--- config.mk ---
export PLATFORM = sky130hd
export DESIGN_NAME = adder_rr_sched
export DESIGN_NICKNAME = d
export VERILOG_FILES = /design/src/rtl/adder_sched_pkg.sv /design/src/rtl/n_adder.sv /design/src/rtl/rr_arbiter.sv /design/src/rtl/adder_rr_sched.sv
export SDC_FILE = /design/constraint.sdc
export NUM_CORES = 1
export LEC_CHECK = 0
export CORE_MARGIN = 5
export CORE_UTILIZATION = 41
export DETAILED_ROUTE_END_ITERATION = 8
export GPL_TIMING_DRIVEN = 0
export PLACE_DENSITY = 0.87
export SLEW_MARGIN = 20
export SYNTH_ARGS = -nofsm -noshare
export SYNTH_HDL_FRONTEND = slang
export SYNTH_SLANG_ARGS = --single-unit
--- constraint.sdc ---
create_clock -name clk -period 5.5 [get_ports clk]
set_input_delay 0.55 -clock clk [delete_from_list [all_inputs] [get_ports clk]]
set_output_delay 0.55 -clock clk [all_outputs]
set_load 0.05 [all_outputs]
--- src/rtl/adder_sched_pkg.sv ---
// ---------------------------------------------------------------------------
// adder_sched_pkg
// Shared types and helpers for the round-robin adder scheduler.
//
// Contents:
//   slot_state_e : state of the one-entry output slot (EMPTY / FULL)
//   rr_pick_t    : result of a round-robin search (found flag + index)
//   next_rr()    : round-robin search over a request vector. Sized for the
//                  largest supported requester count (16); callers pass the
//                  real count so the search wraps at the right place.
// ---------------------------------------------------------------------------
package adder_sched_pkg;

  localparam int MAX_REQ = 16;
  localparam int MAX_IDW = 4;

  typedef enum logic {
    EMPTY = 1'b0,
    FULL  = 1'b1
  } slot_state_e;

  typedef struct packed {
    logic               found;
    logic [MAX_IDW-1:0] idx;
  } rr_pick_t;

  // Scan the request vector starting at ptr and wrapping modulo nreq.
  // The first set bit wins. Positions at or above nreq are never examined,
  // so the unused upper part of the vector may hold anything.
  function automatic rr_pick_t next_rr(input logic [MAX_IDW-1:0] ptr,
                                       input logic [MAX_REQ-1:0] valid,
                                       input int unsigned        nreq);
    rr_pick_t    pick;
    int unsigned pos;
    pick = '0;
    pos  = 0;
    for (int unsigned k = 0; k < MAX_REQ; k++) begin
      pos = ({28'd0, ptr} + k) % nreq;
      if ((k < nreq) && !pick.found && valid[MAX_IDW'(pos)]) begin
        pick.found = 1'b1;
        pick.idx   = MAX_IDW'(pos);
      end
    end
    return pick;
  endfunction

endpackage

--- src/rtl/n_adder.sv ---
// ---------------------------------------------------------------------------
// n_adder
// Plain N-bit ripple/inferred adder with carry-in and carry-out.
// {co, s} is the (N+1)-bit unsigned sum a + b + ci.
//
// Ports:
//   a, b : N-bit operands
//   ci   : carry-in
//   s    : N-bit sum
//   co   : carry-out
// ---------------------------------------------------------------------------
module n_adder #(
  parameter int N = 8
) (
  input  logic [N-1:0] a,
  input  logic [N-1:0] b,
  input  logic         ci,
  output logic [N-1:0] s,
  output logic         co
);

  // Zero-extend everything to N+1 bits so the top bit is the carry-out.
  assign {co, s} = {1'b0, a} + {1'b0, b} + {{N{1'b0}}, ci};

endmodule

--- src/rtl/rr_arbiter.sv ---
// ---------------------------------------------------------------------------
// rr_arbiter
// Round-robin arbiter: combinational one-hot grant plus a registered
// priority pointer. The pointer moves to one past the winner only when a
// grant is actually issued, so a requester that is skipped keeps its place.
//
// Ports:
//   clk         : clock, rising edge
//   rstn        : synchronous active-low reset (pointer returns to 0)
//   en          : arbitration allowed this cycle (downstream can take a result)
//   valid       : per-requester request
//   grant       : one-hot grant, all-zero when disabled or nothing requested
//   grant_idx   : index of the granted requester (meaningful with grant_found)
//   grant_found : a grant is issued this cycle
// ---------------------------------------------------------------------------
module rr_arbiter
  import adder_sched_pkg::*;
#(
  parameter  int NREQ = 4,
  localparam int IDW  = $clog2(NREQ)
) (
  input  logic            clk,
  input  logic            rstn,
  input  logic            en,
  input  logic [NREQ-1:0] valid,
  output logic [NREQ-1:0] grant,
  output logic [IDW-1:0]  grant_idx,
  output logic            grant_found
);

  logic [IDW-1:0]     ptr_q;
  logic [IDW-1:0]     ptr_d;
  logic [MAX_REQ-1:0] valid_ext;
  rr_pick_t           pick;

  // Widen the request vector to the package's fixed search width and run
  // the round-robin search from the current pointer.
  always_comb begin
    valid_ext             = '0;
    valid_ext[NREQ-1:0]   = valid;
    pick                  = next_rr(MAX_IDW'(ptr_q), valid_ext, NREQ);
  end

  assign grant_found = en & pick.found;
  assign grant_idx   = IDW'(pick.idx);

  // Decode the winning index into the one-hot grant vector.
  always_comb begin
    grant = '0;
    if (grant_found) begin
      grant[grant_idx] = 1'b1;
    end
  end

  // Pointer advances past the winner, wrapping at NREQ (which need not be a
  // power of two, hence the explicit compare instead of relying on overflow).
  always_comb begin
    ptr_d = ptr_q;
    if (grant_found) begin
      if (grant_idx == IDW'(NREQ - 1)) begin
        ptr_d = '0;
      end else begin
        ptr_d = grant_idx + 1'b1;
      end
    end
  end

  // Pointer register.
  always_ff @(posedge clk) begin
    if (!rstn) begin
      ptr_q <= '0;
    end else begin
      ptr_q <= ptr_d;
    end
  end

endmodule

--- src/rtl/adder_rr_sched.sv ---
// ---------------------------------------------------------------------------
// adder_rr_sched
// Shares one n_adder between NREQ requesters. A round-robin arbiter picks at
// most one requester per cycle whenever the one-entry output slot can take a
// result (slot empty, or full and being drained this cycle). The granted
// operands go through the shared adder and the sum is registered into the
// slot together with the requester index, one cycle after the accept.
//
// Optional build macro:
//   ADDER_OVF_DETECT_EN : adds rsp_ovf, the registered signed-overflow flag.
//
// Ports:
//   clk        : clock, rising edge
//   rstn       : synchronous active-low reset
//   req_valid  : per-requester operation valid
//   req_ready  : per-requester accept, one-hot or zero (combinational)
//   req_a      : per-requester operand A
//   req_b      : per-requester operand B
//   req_ci     : per-requester carry-in
//   rsp_valid  : slot holds a result
//   rsp_ready  : consumer takes the result
//   rsp_id     : index of the requester that issued the result
//   rsp_s      : sum
//   rsp_co     : carry-out
//   rsp_ovf    : signed overflow (only with ADDER_OVF_DETECT_EN)
// ---------------------------------------------------------------------------
module adder_rr_sched
  import adder_sched_pkg::*;
#(
  parameter  int N    = 8,
  parameter  int NREQ = 4,
  localparam int IDW  = $clog2(NREQ)
) (
  input  logic                    clk,
  input  logic                    rstn,
  input  logic [NREQ-1:0]         req_valid,
  output logic [NREQ-1:0]         req_ready,
  input  logic [NREQ-1:0][N-1:0]  req_a,
  input  logic [NREQ-1:0][N-1:0]  req_b,
  input  logic [NREQ-1:0]         req_ci,
  output logic                    rsp_valid,
  input  logic                    rsp_ready,
  output logic [IDW-1:0]          rsp_id,
  output logic [N-1:0]            rsp_s,
  output logic                    rsp_co
`ifdef ADDER_OVF_DETECT_EN
  ,
  output logic                    rsp_ovf
`endif
);

  slot_state_e    slot_q;
  slot_state_e    slot_d;

  logic [IDW-1:0] rsp_id_q;
  logic [IDW-1:0] rsp_id_d;
  logic [N-1:0]   rsp_s_q;
  logic [N-1:0]   rsp_s_d;
  logic           rsp_co_q;
  logic           rsp_co_d;

  logic           slot_free;
  logic           arb_en;
  logic           accept;
  logic [IDW-1:0] grant_idx;

  logic [N-1:0]   add_a;
  logic [N-1:0]   add_b;
  logic           add_ci;
  logic [N-1:0]   add_s;
  logic           add_co;

  // The slot can take a new result when it is empty or its current result
  // leaves this very cycle; that second case is what gives back-to-back
  // throughput without a bubble. Gating with rstn keeps req_ready at zero
  // while reset is asserted, before the reset edge has been seen.
  assign slot_free = (slot_q == EMPTY) || rsp_ready;
  assign arb_en    = rstn & slot_free;

  rr_arbiter #(
    .NREQ (NREQ)
  ) u_arb (
    .clk         (clk),
    .rstn        (rstn),
    .en          (arb_en),
    .valid       (req_valid),
    .grant       (req_ready),
    .grant_idx   (grant_idx),
    .grant_found (accept)
  );

  // The grant always lands on a valid requester, so grant_found is exactly
  // the req_valid & req_ready transfer condition.
  assign add_a  = req_a[grant_idx];
  assign add_b  = req_b[grant_idx];
  assign add_ci = req_ci[grant_idx];

  n_adder #(
    .N (N)
  ) u_add (
    .a  (add_a),
    .b  (add_b),
    .ci (add_ci),
    .s  (add_s),
    .co (add_co)
  );

`ifdef ADDER_OVF_DETECT_EN
  logic rsp_ovf_q;
  logic rsp_ovf_d;
  logic add_ovf;

  // Same-signed operands producing a differently signed sum; the carry-in is
  // already folded into add_s.
  assign add_ovf = (add_a[N-1] == add_b[N-1]) && (add_s[N-1] != add_a[N-1]);
`endif

  // Slot next-state and data capture. Data registers only change on accept,
  // so a plain drain leaves the last result visible on rsp_s/rsp_id/rsp_co.
  always_comb begin
    slot_d   = slot_q;
    rsp_id_d = rsp_id_q;
    rsp_s_d  = rsp_s_q;
    rsp_co_d = rsp_co_q;
`ifdef ADDER_OVF_DETECT_EN
    rsp_ovf_d = rsp_ovf_q;
`endif
    case (slot_q)
      EMPTY: begin
        if (accept) begin
          slot_d = FULL;
        end
      end
      FULL: begin
        if (accept) begin
          slot_d = FULL;
        end else if (rsp_ready) begin
          slot_d = EMPTY;
        end
      end
      default: begin
        slot_d = EMPTY;
      end
    endcase
    if (accept) begin
      rsp_id_d = grant_idx;
      rsp_s_d  = add_s;
      rsp_co_d = add_co;
`ifdef ADDER_OVF_DETECT_EN
      rsp_ovf_d = add_ovf;
`endif
    end
  end

  // Slot registers; reset discards any pending result.
  always_ff @(posedge clk) begin
    if (!rstn) begin
      slot_q   <= EMPTY;
      rsp_id_q <= '0;
      rsp_s_q  <= '0;
      rsp_co_q <= 1'b0;
`ifdef ADDER_OVF_DETECT_EN
      rsp_ovf_q <= 1'b0;
`endif
    end else begin
      slot_q   <= slot_d;
      rsp_id_q <= rsp_id_d;
      rsp_s_q  <= rsp_s_d;
      rsp_co_q <= rsp_co_d;
`ifdef ADDER_OVF_DETECT_EN
      rsp_ovf_q <= rsp_ovf_d;
`endif
    end
  end

  assign rsp_valid = (slot_q == FULL);
  assign rsp_id    = rsp_id_q;
  assign rsp_s     = rsp_s_q;
  assign rsp_co    = rsp_co_q;
`ifdef ADDER_OVF_DETECT_EN
  assign rsp_ovf   = rsp_ovf_q;
`endif

endmodule

# After elaboration in Yosys (flattened, before gate mapping)

Cells that the tools add are included.

Register bits: 14
Bits of input ports: 75
Output and inout port bits: 16
Word-level logic and storage cells: 55

Add/subtract/negate cells: 6
Magnitude comparators: 6
Equality and inequality tests: 1
Muxes and demuxes: 26
Bitwise gates (word level): 3
Reduce and logical (&&, ||, !) cells: 8

Operator list:

| cell                                                              | count |
|---|---|
| binary-select mux 8 bit (select 2 bit)                            | 2 |
| less-than comparator 2 x 5 -> 1 bit, second input constant        | 4 |
| 2-to-1 mux 5 bit                                                  | 4 |
| 2-to-1 mux 8 bit                                                  | 2 |
| binary-select mux 1 bit (select 2 bit)                            | 5 |
| adder 8 x 8 -> 9 bit                                              | 1 |
| adder 9 x 1 -> 9 bit                                              | 1 |
| 2-to-1 mux 1 bit                                                  | 9 |
| adder 2 x 1 -> 2 bit, second input constant                       | 2 |
| adder 2 bit, second input constant                                | 2 |
| logical AND 1 bit                                                 | 4 |
| 2-to-1 mux 4 bit                                                  | 1 |
| logical NOT 1 bit                                                 | 3 |
| less-than comparator 2 x 3 -> 1 bit, second input constant        | 1 |
| AND 1 bit                                                         | 2 |
| demux 1 bit (select 2 bit)                                        | 1 |
| == test 2 bit, second input constant                              | 1 |
| greater-or-equal comparator 2 x 1 -> 1 bit, second input constant | 1 |
| 2-to-1 mux 2 bit                                                  | 1 |
| case mux 1 bit (2 select lines)                                   | 1 |
| logical OR 1 bit                                                  | 1 |
| NOT 1 bit                                                         | 1 |

# Depth between registers and ports, before layout

Word-level depth: 17
Depth in mapped cells: 14
Gate-level depth less buffers: 14

# Hierarchy

From an unflattened synthesis, not the netlist that was laid out.

Cells, all modules: 134
Area, all modules: 1495.2 sq um

By module, submodules not included:

| module         | times used | cells each | area each (sq um) | sequential area each (sq um) |
|---|---|---|---|---|
| adder_rr_sched | 1          | 60         | 902.1             | 240.2 |
| n_adder        | 1          | 42         | 331.6             | 0.0 |
| rr_arbiter     | 1          | 32         | 261.5             | 40.0 |

# Worst setup path before layout

Ideal clock, no wire load.

Path kind: input -> register
Start point: in req_valid[0]
End point: reg rsp_s_q[6] (netlist: rsp_s[6])
Library setup time: 123 ps
Data arrival time: 2886 ps
Required time: 5377 ps
Setup slack: 2490 ps
Stages on the path: 13
Path buffers: 1
Cell sequence: nor2b_2 > nor2_1 > o22ai_2 > buf_2 > a32o_1 > fa_1 > inv_1 > fa_1 > a21oi_1 > a2bb2oi_1 > nand2b_1 > a211oi_1 > o31ai_1

Word-level cells in the longest chain between the ends: 16
Elaborated cells between the ends (all ways): 27
Classes of those cells: add/sub (2); mux (18); bitwise (1); reduce/logical (6)

Ends and longest elaborated chain:

| item                                                             | RTL line                                   | RTL |
|---|---|---|
| start: declaration                                               | adder_rr_sched.sv:36                       | `input logic [NREQ-1:0] req_valid,` |
| binary-select mux 1 bit (select 2 bit)                           | adder_sched_pkg.sv:39                      | `if ((k < nreq) && !pick.found && valid[MAX_IDW'(pos)]) begin` |
| 2-to-1 mux 1 bit (implied by the code)                           | adder_sched_pkg.sv:39                      |  |
| 2-to-1 mux 5 bit                                                 | adder_sched_pkg.sv:39                      |  |
| logical NOT 1 bit                                                | adder_sched_pkg.sv:39                      |  |
| logical AND 1 bit                                                | adder_sched_pkg.sv:39                      |  |
| 2-to-1 mux 5 bit                                                 | adder_sched_pkg.sv:39                      |  |
| logical NOT 1 bit                                                | adder_sched_pkg.sv:39                      |  |
| logical AND 1 bit                                                | adder_sched_pkg.sv:39                      |  |
| 2-to-1 mux 5 bit                                                 | adder_sched_pkg.sv:39                      |  |
| logical NOT 1 bit                                                | adder_sched_pkg.sv:39                      |  |
| logical AND 1 bit                                                | adder_sched_pkg.sv:39                      |  |
| 2-to-1 mux 5 bit (*)                                             | adder_sched_pkg.sv:39                      |  |
| binary-select mux 8 bit (select 2 bit), on equally long branches | adder_rr_sched.sv:94, adder_rr_sched.sv:95 |  |
| 2-to-1 mux 8 bit, on equally long branches                       | adder_rr_sched.sv:94, adder_rr_sched.sv:95 |  |
| adder 8 x 8 -> 9 bit                                             | n_adder.sv:23                              | `assign {co, s} = {1'b0, a} + {1'b0, b} + {{N{1'b0}}, ci};` |
| adder 9 x 1 -> 9 bit                                             | n_adder.sv:23                              |  |
| end signal: assignment                                           | adder_rr_sched.sv:168                      | `rsp_s_q <= rsp_s_d;` |
| end: declaration                                                 | adder_rr_sched.sv:57                       | `logic [N-1:0] rsp_s_q;` |

Every way passes the cells marked *; elsewhere a longest branch is shown, timed or not. The select of a mux whose other input is x is not followed.
A chain may end at the register's enable or synchronous reset.

# Final worst setup path

Start point: in req_valid[0]
End point: reg rsp_co_q (netlist: rsp_co)

Word-level cells in the longest chain between the ends: 16
Elaborated cells between the ends (all ways): 27
Classes of those cells: add/sub (2); mux (18); bitwise (1); reduce/logical (6)

Ends and longest elaborated chain:

| item                                                             | RTL line                                   | RTL |
|---|---|---|
| binary-select mux 1 bit (select 2 bit)                           | adder_sched_pkg.sv:39                      |  |
| 2-to-1 mux 1 bit (implied by the code)                           | adder_sched_pkg.sv:39                      |  |
| 2-to-1 mux 5 bit                                                 | adder_sched_pkg.sv:39                      |  |
| logical NOT 1 bit                                                | adder_sched_pkg.sv:39                      |  |
| logical AND 1 bit                                                | adder_sched_pkg.sv:39                      |  |
| 2-to-1 mux 5 bit                                                 | adder_sched_pkg.sv:39                      |  |
| logical NOT 1 bit                                                | adder_sched_pkg.sv:39                      |  |
| logical AND 1 bit                                                | adder_sched_pkg.sv:39                      |  |
| 2-to-1 mux 5 bit                                                 | adder_sched_pkg.sv:39                      |  |
| logical NOT 1 bit                                                | adder_sched_pkg.sv:39                      |  |
| logical AND 1 bit                                                | adder_sched_pkg.sv:39                      |  |
| 2-to-1 mux 5 bit (*)                                             | adder_sched_pkg.sv:39                      |  |
| binary-select mux 8 bit (select 2 bit), on equally long branches | adder_rr_sched.sv:94, adder_rr_sched.sv:95 |  |
| 2-to-1 mux 8 bit, on equally long branches                       | adder_rr_sched.sv:94, adder_rr_sched.sv:95 |  |
| adder 8 x 8 -> 9 bit                                             | n_adder.sv:23                              |  |
| adder 9 x 1 -> 9 bit                                             | n_adder.sv:23                              |  |
| end signal: assignment                                           | adder_rr_sched.sv:169                      | `rsp_co_q <= rsp_co_d;` |
| end: declaration                                                 | adder_rr_sched.sv:59                       | `logic rsp_co_q;` |

Marked as above.

==> results.md <==
- Status: finished clean
- Largest net degree at the start of global routing: 12
- Setup Fix Bufs, Post-CTS: 0
- Hold path startpoint: rsp_s[5]
- Worst Slack Setup Final: 1.652 ns
- Cell Count, Final, Fillers Out: 350
- Final hold violations: 0
- Power Total: 952.1 µW
- Post-Syn Instances: 209
- Crit path time final: 3.848 ns
- GRT busiest layer: met2
- Area Overhead vs Synth: 67.06%
- Root Driver: clkbuf_8
- Total Neg Setup Slack: 0 ns
- Hold_buf cts: 0
- First-pass GRT wire length: 8438 µm
- Met3 global-route usage: 7.770%
- HPWL after DPL: 4063 µm
- CP arrival: 3.97 ns
- Layout cells sized above 1: 8.278%
- Antenna violation net count after detailed routing: 0
- Die Wd: 70.49 µm
- CTS tree: built
- CTS Buf Count: 3
- Antenna violations before repair: 0
- Crit end category: flop
- YS warnings: 0
- Layout Utilization: 69.50%
- Drt first pass iters: 4
- Clk_skew: 0.001391 ns
- FF-to-FF path depth: 13
- Rows: 22
- Vias in the first global route: 1873
- Critical Path Fanout Max: 10
- Pins Over Slew Limit: 0
- Predominant post-synthesis flop cell: dfxtp_1
- Seq/Total Area, Yosys: 18.68%
- Required time worst endpoint: 5.63 ns
- Die height: 70.49 µm
- Synth area leaders: dfxtp_1, nand2_1, ha_1
- Vias: 1905
- Least-Margin Pin Slew: 0.5178 ns
- P per Cell Area: 379.9 nW/µm²
- Worst Hold End: rsp_s[5]
- F_max: 259.8 MHz
- Nets: 391
- PostCTS Resize Cnt: 0
- Post-synth EDFFs: 0
- DR WL/cell: 14.48 µm
- Worst Hold Depth: 2
- RSZ-0062 raised after global routing: no
- Clock slew at reported path FFs: 0.06 ns
- Total Wirelength: 5068 µm
- Area fraction of the dominant cell type after synthesis: 18.68%
- Storage element area: 280.3 µm²
- Pleak: 0.001042 µW
- Htree depth: 1
- Grt total ovfl: 0
- Total track usage: 20.80%
- Slew headroom: 65.37%
- Flop-to-flop setup slack: 2.06 ns
- Commonest cells in the synthesized netlist: nand2_1, a21oi_1, a32oi_1, dfxtp_1, ha_1
- Dpl ws: 1.432 ns
- Max-Cap Viols: 0
- Die Footprint: 4969 µm²
- Worst reg2reg startpoint: u_arb.ptr_q[1]
- Post-Place Cells: 346
- Post-synthesis register bit count: 14
- HP Class: reg -> reg
- GPL Wtd Cong: 0.8283
- Vias per cell: 5.443
- # setup viols final: 0
- Core area: 3606 µm²
- PortBufs: 89
- Mapped Area: 1500 µm²
- Skew-Pair Late Insertion Delay: 0.25 ns
- DR DRC count: 0
- Critical R2R Capture: rsp_co
- Type of the worst setup path: in -> reg
- Area of the multi-input gates: 1102 µm²
- Most common cell in the netlist: nand2_1
- Net Count, Synth: 297
- Startpoint types: primary input
- Fill cells: 326
- Grt met1 use: 23.32%
- First DRT Iteration DRCs: 72
- IO Pins: 91
- CTS Buffer Depth: 2
- Met2 Usage GRT: 37.73%
- Synth area leader: dfxtp_1
- Worst vdd ir: 236.2 µV
- Initial Utilization: 41.60%
- Syn_area_per_cell: 7.178 µm²
- Clock sink count: 14
- Async set or reset register ratio after synthesis: 0%
- Diode count: 0
- Period utilisation layout: 69.97%
- Netlist cell types: 40
## worst max path at each step
stage	from	slack (ns)	cells after the start	endpoint
finish	req_valid[0]	1.65	14	rsp_co
global route	req_valid[0]	1.36	14	rsp_s[6]
CTS	req_valid[0]	1.67	14	rsp_s[6]
detailed placement	req_valid[0]	1.43	14	rsp_s[6]
global placement	req_valid[0]	1.44	14	rsp_s[6]
floorplan	req_valid[0]	2.49	13	rsp_s[6]
## worst max-delay path, cell delays in order
cell and delay [ns]:
clkdlybuf4s50_1 0.51, nor2b_2 0.19, nor2_1 0.06, o22ai_2 0.42, buf_2 0.32, a32o_1 0.24
fa_1 0.24, inv_1 0.07, fa_1 0.41, a21oi_1 0.21, a2bb2oi_1 0.30, a21oi_1 0.14
o21ai_0 0.21, a21oi_1 0.10
## sequential cells by signal, indices dropped and copies added, names as in the netlist
signal       flops
rsp_s            8
rsp_id           2
u_arb.ptr_q      2
rsp_co           1
rsp_valid        1
## power by group
part           internal, µW  leakage, µW  switching, µW
registers               133     0.000117           19.9
logic                   294     0.000896            406
clock network          63.4    0.0000288           36.4
total                   490      0.00104            462
## layout by cell type, fill, tap and decap left out, types with 2 or more instances in the layout
master           instances
buf_2                    5
o21a_1                   2
nor2_1                   6
o21ai_0                  9
nor2b_1                  4
a32oi_1                 14
dfxtp_1                 14
nand2_1                 62
ha_1                    11
clkbuf_1                 2
and2_1                   5
clkbuf_8                 4
clkdlybuf4s50_1         89
buf_6                    5
o211a_1                  2
a211oi_1                 2
o31ai_1                  3
nand2b_1                 4
inv_1                    3
nand3_1                  9
fa_1                     2
a21oi_1                 23
a32o_1                   3
## per-stage QoR
| stage | hold slack, ns | area, µm² |
|---|---|---|
| finish | 0.4650 | 2506 |
| global route | 0.5105 | 2506 |
| CTS | 0.4690 | 2506 |
| detailed placement | 0.4607 | 2451 |
| global placement | 0.4429 | 2451 |
| floorplan | 0.4742 | 1500 |
## per-layer routing
metal | vias to the layer above | routed length (µm)
met5 | - | 0
met4 | 0 | 45
met3 | 7 | 482
met2 | 73 | 2469
met1 | 884 | 2070
li1 | 941 | -
## cell type report
type                       count  share of cell area, %
tap                           48                  2.396
timing repair buffer          89                  35.55
buffer                        13                  3.844
multi-input combinational    177                  43.98
inverter                       5                 0.8487
clock buffer                   4                  2.197
sequential                    14                  11.18
## logic make-up after synthesis
| kind of cell | count (synthesis) | synth area share (%) |
|---|---|---|
| AO/OA/AOI/OAI | 67 | 31.94 |
| buffers and inverters | 18 | 7.840 |
| XOR/XNOR | 2 | 1.168 |
| flip-flops | 14 | 18.68 |
| AND/OR/NAND/NOR | 95 | 28.52 |
| adder cells (fa/ha/maj) | 13 | 11.84 |
(Power assumes the default switching activity.)
